### src/rtl/mem_wb_stage.sv
// MEM/WB pipeline register, load formatter and writeback select for RV32I.
// Also keeps the retired-instruction counter.
module mem_wb_stage #(
    parameter int XLEN  = 32,
    parameter int CNT_W = 32
) (
    input  logic             clk,
    input  logic             rst_n,
    input  logic             in_valid,
    input  logic             stall,
    input  logic             flush,
    input  logic [4:0]       in_rd,
    input  logic             in_reg_write,
    input  logic [1:0]       in_wb_sel,
    input  logic [XLEN-1:0]  in_alu_result,
    input  logic [XLEN-1:0]  in_pc_plus4,
    input  logic [XLEN-1:0]  in_imm,
    input  logic [XLEN-1:0]  in_mem_rdata,
    input  logic [2:0]       in_funct3,
    output logic [4:0]       w_addr,
    output logic [XLEN-1:0]  w_data,
    output logic             w_en,
    output logic             wb_valid,
    output logic             load_fault,
    output logic [CNT_W-1:0] retired
);

    typedef struct packed {
        logic            valid;
        logic [4:0]      rd;
        logic            reg_write;
        logic [1:0]      wb_sel;
        logic [XLEN-1:0] alu;
        logic [XLEN-1:0] pc4;
        logic [XLEN-1:0] imm;
        logic [XLEN-1:0] rdata;
        logic [2:0]      funct3;
    } mw_t;

    mw_t              st_q, st_d;
    logic [CNT_W-1:0] ret_q, ret_d;

    logic [1:0]       off;
    logic [7:0]       ld_b;
    logic [15:0]      ld_h;
    logic [XLEN-1:0]  ld_data;
    logic             ld_bad;

    always_comb begin
        st_d = st_q;
        if (flush) begin
            st_d = '0;
        end else if (!stall) begin
            st_d = '{valid:     in_valid,
                     rd:        in_rd,
                     reg_write: in_reg_write,
                     wb_sel:    in_wb_sel,
                     alu:       in_alu_result,
                     pc4:       in_pc_plus4,
                     imm:       in_imm,
                     rdata:     in_mem_rdata,
                     funct3:    in_funct3};
        end
    end

    // The instruction in WB leaves the stage unless the stage is held.
    always_comb begin
        ret_d = ret_q;
        if (st_q.valid && (flush || !stall))
            ret_d = ret_q + CNT_W'(1);
    end

    always_ff @(posedge clk or negedge rst_n) begin
        if (!rst_n) begin
            st_q  <= '0;
            ret_q <= '0;
        end else begin
            st_q  <= st_d;
            ret_q <= ret_d;
        end
    end

    assign off  = st_q.alu[1:0];
    assign ld_b = st_q.rdata[{off, 3'b000} +: 8];
    assign ld_h = st_q.rdata[{off[1], 4'b0000} +: 16];

    // Faulting loads pass the raw word through; the write is blocked below.
    always_comb begin
        ld_data = st_q.rdata;
        ld_bad  = 1'b0;
        unique case (st_q.funct3)
            3'b000: ld_data = {{(XLEN-8){ld_b[7]}}, ld_b};
            3'b100: ld_data = {{(XLEN-8){1'b0}}, ld_b};
            3'b001, 3'b101: begin
                if (off[0])
                    ld_bad = 1'b1;
                else
                    ld_data = {{(XLEN-16){ld_h[15] & ~st_q.funct3[2]}}, ld_h};
            end
            3'b010:  ld_bad = |off;
            default: ld_bad = 1'b1;
        endcase
    end

    always_comb begin
        w_data = st_q.alu;
        unique case (st_q.wb_sel)
            2'b00: w_data = st_q.alu;
            2'b01: w_data = ld_data;
            2'b10: w_data = st_q.pc4;
            2'b11: w_data = st_q.imm;
        endcase
    end

    assign wb_valid   = st_q.valid;
    assign load_fault = st_q.valid & (st_q.wb_sel == 2'b01) & ld_bad;
    assign w_addr     = st_q.rd;
    assign w_en       = st_q.valid & st_q.reg_write & (|st_q.rd) & ~load_fault;
    assign retired    = ret_q;

endmodule

### config.mk
export PLATFORM = sky130hd
export DESIGN_NAME = mem_wb_stage
export DESIGN_NICKNAME = d
export VERILOG_FILES = /design/src/rtl/mem_wb_stage.sv
export SDC_FILE = /design/constraint.sdc
export NUM_CORES = 1
export LEC_CHECK = 0
export ABC_AREA = 1
export CAP_MARGIN = 20
export CORE_ASPECT_RATIO = 0.9
export CORE_MARGIN = 2
export CORE_UTILIZATION = 55
export DETAILED_ROUTE_END_ITERATION = 10
export PLACE_DENSITY = 0.91
export SYNTH_ARGS = -nofsm -noshare
export SYNTH_HDL_FRONTEND = slang
export SYNTH_SLANG_ARGS = --single-unit
### constraint.sdc
create_clock -name clk -period 3.3 [get_ports clk]
set_input_delay 0.66 -clock clk [delete_from_list [all_inputs] [get_ports clk]]
set_output_delay 0.66 -clock clk [all_outputs]
set_load 0.005 [all_outputs]
==> results of run 1 <==
[per-layer routing]
metal / part of all wire [%] / GRT usage (%)
met2: 46 / 55.2
met1: 41 / 47.4
met5: 0 / 0
met3: 9.9 / 7.93
met4: 3.4 / 12.8
[path summary, 6_finish.rpt]
kind / endpoint / start / slack (ns)
min: st_q[75] / rst_n / 0.21
min reg2reg: st_q[126] / st_q[126] / 0.52
max: w_data[27] / st_q[1] / 0.13
min in group clk: st_q[126] / st_q[126] / 0.52
max in group asynchronous: st_q[97] / rst_n / 2.26
max reg2reg: retired[31] / wb_valid / 1.58
[where the power goes]
group | total, mW | switching, mW | internal, mW | leakage [nW]
Combinational | 1.02 | 0.558 | 0.459 | 2.91
Clock | 1.97 | 0.963 | 1.01 | 0.282
Sequential | 2.34 | 0.105 | 2.23 | 2.28
Total | 5.33 | 1.63 | 3.70 | 5.48
[flip-flops by register name (all words and copies together), names as in the netlist]
name,count
off,2
wb_valid,1
retired,32
w_addr,5
st_q,132
[through the flow]
stage,hold WS (ns),setup WS (ns),std cells,instance area [µm²]
finish,0.212,0.127,1694,12300
global route,0.260,0.0175,1694,12300
CTS,0.241,0.00966,1694,12300
detailed placement,0.500,0.402,1662,11700
global placement,0.491,0.460,1662,11700
floorplan,0.364,1.44,1298,9520
[cells in the final DEF, fill, tap and decap left out, drive strengths merged]
master | netlist | routed
nand2 | 260 | 260
inv | 174 | 185
o221ai | 1 | 1
o22ai | 32 | 32
ha | 1 | 1
o211ai | 18 | 18
nand3 | 205 | 205
xnor2 | 6 | 6
clkdlybuf4s50 | 0 | 214
dfrtp | 172 | 172
o21ai | 148 | 148
xor2 | 10 | 10
nand3b | 4 | 4
clkbuf | 44 | 18
a21oi | 36 | 36
nand4 | 8 | 8
buf | 40 | 23
nor3 | 3 | 3
nor2 | 135 | 135
clkinv | 1 | 4
[cell families (layout without fill, tap and decap cells)]
group | Yosys count | in the layout | synth area share [%]
compound gates | 235 | 235 | 13.4
xor+xnor | 16 | 16 | 1.55
fa+ha+maj | 1 | 1 | 0.131
buf+inv | 259 | 444 | 11.1
flops | 172 | 172 | 45.2
simple gates | 615 | 615 | 28.6
[what timing repair did]
item | in CTS | in global routing
endpoints found under the setup margin | 24 | 29
pin swaps | 0 | 1
gates resized for setup | 1 | 3
[area by class of cell]
cell class / count / area, µm²
inverters: 175 / 664
repair buffers: 237 / 2340
flip-flops and latches: 172 / 4310
clock buffers: 18 / 429
well taps: 211 / 264
multi-input cells: 867 / 4170
fillers: 1289 / 4580
clock inverters: 14 / 140
==> flow_summary.yaml, run 1 <==
timing:
  slew_headroom_pct: 55.0
  fin_crit_sh_pct: 96.1
  slew_violations: 0
  setup_viol_count_final: 0
  rsz0062_at_grt: "false"
  finalSetupTns_ns: 0
  skew_ns: 0.00710
  worstMarginPinSlew_ns: 0.675
  hold_viol_final: 0
  period_needed_ns: 3.17
  fmax_ghz: 0.315
setup_path:
  arrival_ns: 2.51
  cp_top_family: "simple AND/OR/NAND/NOR gates"
  critPathMaxStageDelay_ns: 0.52
  cp.depth: 8
  critPathBufInv: 2
  worstSetupPathType: "register to output port"
  worst_setup_path_start_kind: "register"
  cp-end-kind: "output port"
  crit_path_cell_trace: "inv_2 > nand2_1 > nor2_4 > nand3_1 > nand3_1 > nand2_1 > nand3_1 > clkdlybuf4s50_1"
  cp_slowest_cell: "clkdlybuf4s50_1"
  required_ns: 2.64
  path_max_fanout: 17
  reg2regPathDepth: 7
  cp_common_cell: "nand3_1"
synthesis:
  synthTopCellsByCount: "252 x nand2_1, 202 x nand3_1, 172 x dfrtp_1"
  ys_ff_latch: 172
  synth_fp_nets: 1443
  synth_cell_types: 34
  synth_ff_type: "dfrtp_1"
  yosysSeqAreaShare_pct: 45.2
  synth.most_common_cell: "nand2_1"
  synth_edf_count: 0
  yosys_warnings: 0
  async_flop_share_pct: 100
  synthCells: 1298
  synth_area_leaders: "dfrtp_1 45%, nand3_1 11%, nand2_1 9.9%, inv_1 6.5%, o21ai_0 6.1%"
  synth_top_area_share_pct: 45.2
  yosys.area.top_type: "dfrtp_1"
  synth_area_mm2: 0.00952
  syn_avg_cell_area_um2: 7.33
floorplan:
  die_w_um: 143
  die_y_um: 129
  coreArea_mm2: 0.0169
  start_util_pct: 56.3
  die-area_mm2: 0.0184
  num_rows: 45
  pin_count: 216
pwr:
  p_leak_nw: 5.48
  irDropWorstVdd_mv: 0.373
  p_per_area_mw_per_mm2: 433
  total_power_mw: 5.33
clocking:
  cts-buffers-inserted: 17
  hold_buffers: 0
  clk_pin_slew_worst_paths_ns: 0.07
  htree_levels: 4
  clkLatencyLatePin_ns: 0.44
  cts_tree: "built"
  cts_num_sinks: 172
  clock_path_buffers: 2
  postCtsSetupBuffers: 0
  cts_root_buffer: "clkbuf_16"
detailed_routing:
  drtPass1Iterations: 5
  vias: 9921
  ant_nets: 0
  drt-initial-drc-count: 1044
  drc_errors: 0
  drt_wl_total_um: 31500
  wl_per_cell_um: 18.6
  post_drt_via_cell_ratio: 5.86
layout:
  final_nets: 1615
  diodes: 0
  drive_above_1_share_pct: 6.34
  area_delta_synth_final_pct: 29.4
  postLayoutCoreUtil_pct: 72.9
worst_hold_path:
  min_path_type: "input pin to async pin"
global_routing:
  grt_pass1_vias: 9510
  grt_max_degree: 72
  grt_util_all_layers_pct: 34.8
  grt_overflow_total: 0
  antenna_found_initial: 0
  grt_pass1_wl_um: 49700
job:
  cap_viol_max_count: 0
placed_design:
  io_buffers: 215
  dpl.hpwl_um: 22900
  gp_congestion: 0.976
outcome:
  status: "complete, no violations"
Note: power is estimated with default switching activity, not from simulation.
==> run 2: changes to the inputs <==
--- a/config.mk
+++ b/config.mk
@@ -12,6 +12,7 @@
 export CORE_UTILIZATION = 55
 export DETAILED_ROUTE_END_ITERATION = 10
 export PLACE_DENSITY = 0.91
+export REMOVE_ABC_BUFFERS = 1
 export SYNTH_ARGS = -nofsm -noshare
 export SYNTH_HDL_FRONTEND = slang
 export SYNTH_SLANG_ARGS = --single-unit
==> run 2 against run 1 <==
Compared with the run above: flip-flop and latch count unchanged; non-clock buffer count down 1; routed wire length down 7.3%; clock power up 11%; first-iteration DRC count up 20%; core utilization up 0.66 points; global-route usage down 2.4 points; design area up 0.90%; sequential share of layout area down 0.33 points; sequential power about the same; critical endpoint is now w_data[7]; highest routed layer unchanged.
==> flow_summary.yaml, run 2 (synthesis gave the netlist of run 1 again) <==
layout:
  final_cell_mix: "251 x nand2_1, 213 x clkdlybuf4s50_1, 202 x nand3_1"
  largest-register: "st_q"
  postLayoutCoreUtil_pct: 73.6
  area_delta_synth_final_pct: 30.6
  final_nets: 1614
  drive_above_1_share_pct: 6.15
  layout_commonest_cell: "nand2_1"
  largest_reg_flops: 132
  fin_cells: 1692
setup_path:
  required_ns: 2.64
  crit_path_cell_trace: "inv_2 > buf_4 > o21ai_1 > a21oi_1 > nand2_1 > nand3_1 > clkdlybuf4s50_1"
  cp_top_family: "buffers and inverters"
  cp_slowest_cell: "clkdlybuf4s50_1"
  critPathLaunch: "st_q[1]"
  r2r_setup_slack_ns: 1.60
  r2r_end: "retired[31]"
  worst_setup_path_start_kind: "register"
  rr_startpoint: "wb_valid"
  arrival_ns: 2.48
  worstSetupPathType: "register to output port"
  path_max_fanout: 21
  critPathMaxStageDelay_ns: 0.50
  critPathBufInv: 3
  cp-end-kind: "output port"
  reg2regPathDepth: 7
floorplan:
  num_rows: 45
  die_y_um: 129
  pin_count: 216
  die-area_mm2: 0.0184
  coreArea_mm2: 0.0169
  start_util_pct: 56.3
  die_w_um: 143
job:
  cap_viol_max_count: 0
timing:
  rsz0062_at_grt: "false"
  period_needed_ns: 3.14
  hold_viol_final: 0
  fin_crit_sh_pct: 95.1
  setup_viol_count_final: 0
  slew_headroom_pct: 44.3
  timing.hold.ws_ns: 0.240
  slew_violations: 0
  fmax_ghz: 0.318
  skew_ns: 0.00561
  worstMarginPinSlew_ns: 0.835
placed_design:
  io_buffers: 215
  dpl.hpwl_um: 19900
  dp_cells: 1660
  gp_congestion: 0.926
outcome:
  status: "complete, no violations"
global_routing:
  grt_max_degree: 134
  grt_util_all_layers_pct: 32.4
  grt_overflow_total: 0
  grt_pass1_wl_um: 47000
  antenna_found_initial: 1
  grt_pass1_vias: 9254
pwr:
  p_leak_nw: 5.53
  p_per_area_mw_per_mm2: 444
  irDropWorstVdd_mv: 0.380
detailed_routing:
  drt_wl_total_um: 29200
  post_drt_via_cell_ratio: 5.79
  drtPass1Iterations: 5
  wl_per_cell_um: 17.3
  ant_nets: 0
  drc_errors: 0
  drt-initial-drc-count: 1254
  vias: 9805
clocking:
  hold_buffers: 0
  cts_root_buffer: "clkbuf_16"
  clk_pin_slew_worst_paths_ns: 0.06
  clkLatencyLatePin_ns: 0.44
  cts_num_sinks: 172
  clock_path_buffers: 2
  cts-buffers-inserted: 17
  cts_tree: "built"
  htree_levels: 4
worst_hold_path:
  min_path_type: "input pin to async pin"
==> run 2: final cells by class <==
class | instances | area (µm²)
fillers | 1237 | 4470
flip-flops and latches | 172 | 4300
multi-input cells | 867 | 4170
repair buffers | 236 | 2390
inverters | 175 | 662
clock buffers | 21 | 470
well taps | 211 | 264
clock inverters | 9 | 160
diodes | 1 | 2.50
==> run 2: worst register-to-register path, cell delays in order, from the launching register on <==
cell     delay, ns
dfrtp_1       0.49
inv_2         0.10
a21oi_4       0.34
nand2_2       0.14
nor2_2        0.18
nand2_1       0.14
o21ai_1       0.14
nand2_1       0.06
==> run 2: metrics by stage <==
stage	worst slack [ns]	TNS [ns]	power (mW)	instance area (µm²)
6_report	0.160	0	5.51	12400
3_3_place_gp	0.582	0	3.32	11800
2_1_floorplan	-0.0379	-0.0532	2.79	9120
5_1_grt	0.0581	0	5.71	12400
3_5_place_dp	0.510	0	3.35	11800
4_1_cts	0.0446	0	5.51	12400
==> run 2: how the worst max path moves through the flow <==
stage,cells after the start,to
final,7,w_data[7]
after global routing,7,w_data[7]
after CTS,8,w_data[25]
after detailed placement,8,w_data[25]
after global placement,8,w_data[2]
after floorplan,7,retired[13]
==> run 2: metal layers <==
metal	track usage (%)	wire length [µm]	vias to the layer above
li1	-	-	4541
met1	45.4	12000	4593
met2	48.9	13100	586
met3	8.04	3100	85
met4	13.2	993	0
met5	0	0	-
==> run 2: timing repair <==
action / 4_1_cts / 5_1_grt
buffers inserted: 0 / 1
setup endpoints to repair: 0 / 27
resized for setup: 0 / 2
==> run 2: power breakdown <==
group / internal (mW) / switching [mW]
Sequential: 2.24 / 0.0940
Clock: 1.33 / 0.850
Combinational: 0.466 / 0.541
Total: 4.03 / 1.49
==> run 3: changes to the inputs <==
--- a/config.mk
+++ b/config.mk
@@ -11,7 +11,8 @@
 export CORE_MARGIN = 2
 export CORE_UTILIZATION = 55
 export DETAILED_ROUTE_END_ITERATION = 10
-export PLACE_DENSITY = 0.91
+export DONT_BUFFER_PORTS = 1
+export PLACE_DENSITY = 0.75
 export REMOVE_ABC_BUFFERS = 1
 export SYNTH_ARGS = -nofsm -noshare
 export SYNTH_HDL_FRONTEND = slang
==> run 3 against run 2 <==
Compared with the run above: the run now ends with negative hold slack left; clock power shrank 7%; cell count is 13% lower; maximum frequency rose by 5.7%; first-iteration DRC count decreased by 45%; routed wire length decreased by 11%; flip-flop and latch count stayed put; total power shrank 9.7%; design area is 19% lower; global-route usage decreased by 3.5 points; highest routed layer unchanged; clock skew is 0.0030 ns higher; core utilization shrank 14 points.
==> flow_summary.yaml, run 3 (synthesis gave the netlist of run 1 again) <==
clocking:
  htree_levels: 4
  clk_pin_slew_worst_paths_ns: 0.07
  cts_tree: "built"
  clock_path_buffers: 2
  clkLatencyLatePin_ns: 0.42
  cts_root_buffer: "clkbuf_16"
  cts_num_sinks: 172
  cts-buffers-inserted: 17
  cts_resized: 0
  postCtsSetupBuffers: 0
layout:
  final_cell_area_mm2: 0.0101
  final-seq-area_mm2: 0.00430
  postLayoutCoreUtil_pct: 59.9
  final_nets: 1390
  largest-register: "st_q"
  final_cell_mix: "252 x nand2_1, 202 x nand3_1, 172 x dfrtp_1"
  layout_commonest_cell: "nand2_1"
  area_delta_synth_final_pct: 6.22
  multi_input_area_mm2: 0.00416
  diodes: 0
  fill_cells: 1565
  drive_above_1_share_pct: 6.52
  largest_reg_flops: 132
pwr:
  irDropWorstVdd_mv: 0.391
  p_leak_nw: 4.62
  p_per_area_mw_per_mm2: 492
detailed_routing:
  vias: 8428
  drtPass1Iterations: 5
  ant_nets: 0
  drt_wl_total_um: 26100
  wl_per_cell_um: 17.8
  drt-initial-drc-count: 685
  drc_errors: 0
  post_drt_via_cell_ratio: 5.74
placed_design:
  place_ws_ns: 0.849
  place_area_mm2: 0.00951
  dpl.hpwl_um: 17900
  io_buffers: 0
  gp_congestion: 0.927
setup_path:
  worst_setup_path_start_kind: "register"
  reg2regPathDepth: 7
  r2r_end: "retired[31]"
  critPathLaunch: "st_q[0]"
  cp-end-kind: "output port"
  required_ns: 2.64
  path_max_fanout: 24
  arrival_ns: 2.31
  worstSetupPathType: "register to output port"
  r2r_setup_slack_ns: 1.53
  rr_startpoint: "wb_valid"
floorplan:
  pin_count: 216
  num_rows: 45
  die-area_mm2: 0.0184
  die_y_um: 129
  start_util_pct: 56.3
  die_w_um: 143
  coreArea_mm2: 0.0169
global_routing:
  grt_util_all_layers_pct: 28.9
  grt_overflow_total: 0
  grt_pass1_wl_um: 41700
  antenna_found_initial: 0
  grt_max_degree: 173
  grt_pass1_vias: 7914
outcome:
  violations: "negative hold slack"
  status: "finished, violations left"
timing:
  setup_ws_ns: 0.330
  fin_crit_sh_pct: 90.0
  setup_viol_count_final: 0
  slew_headroom_pct: 52.9
  rsz0062_at_grt: "false"
  timing.hold.ws_ns: -0.0774
  period_needed_ns: 2.97
  hold_viol_final: 99
  fmax_ghz: 0.337
  skew_ns: 0.00864
  slew_violations: 0
  worstMarginPinSlew_ns: 0.705
worst_hold_path:
  min_path_type: "input pin to async pin"
job:
  cap_viol_max_count: 0
-- run 3: cell types whose count changed in the layout (fill, tap and decap cells not counted), moves of 2 or more --
cell and change:
buf_4 -4, bufinv_16 -2, buf_12 -5, clkinvlp_4 +3, clkdlybuf4s50_1 -213
-- run 3: power breakdown --
part | switching, mW | internal [mW] | total (mW) | leakage (nW)
combinational | 0.417 | 0.183 | 0.600 | 2.04
sequential | 0.108 | 2.24 | 2.34 | 2.29
clock | 0.852 | 1.18 | 2.03 | 0.289
-- run 3: worst max-delay path by stage --
stage	endpoint	cells past startpoint
final	w_data[10]	7
after global routing	w_data[9]	8
after CTS	w_data[25]	8
after detailed placement	w_data[25]	8
after global placement	w_data[9]	8
after floorplan	retired[13]	7
-- run 3: final cells by class --
type	count	area share [%]
clock inverters	12	1.35
flip-flops and latches	172	42.6
well taps	211	2.61
multi-input cells	867	41.2
repair buffers	12	1.14
clock buffers	20	4.62
inverters	175	6.55
-- run 3: critical path, stage by stage (launching register included) --
cell and delay, ns:
dfrtp_1 0.69, inv_2 0.20, nand2_1 0.14, nor2_1 0.06, nand2_2 0.41, nand3_1 0.14, nand2_1 0.13, nand3_1 0.11
-- run 3: routing by layer --
metal	track usage [%]	share of wire, %	wire [µm]	vias to the layer above
met5	0	0	0	-
met4	8.15	1.7	448	0
met3	10.9	11	2770	30
met2	42.1	44	11400	362
met1	40.6	44	11500	3936
li1	-	-	-	4100
-- run 3: through the flow --
step	power, mW	std cells	TNS [ns]
after floorplan	2.79	1214	-0.0532
after global placement	2.96	1437	0
after detailed placement	2.97	1437	0
after CTS	5.01	1469	0
after global routing	5.22	1469	0
final	4.98	1469	0
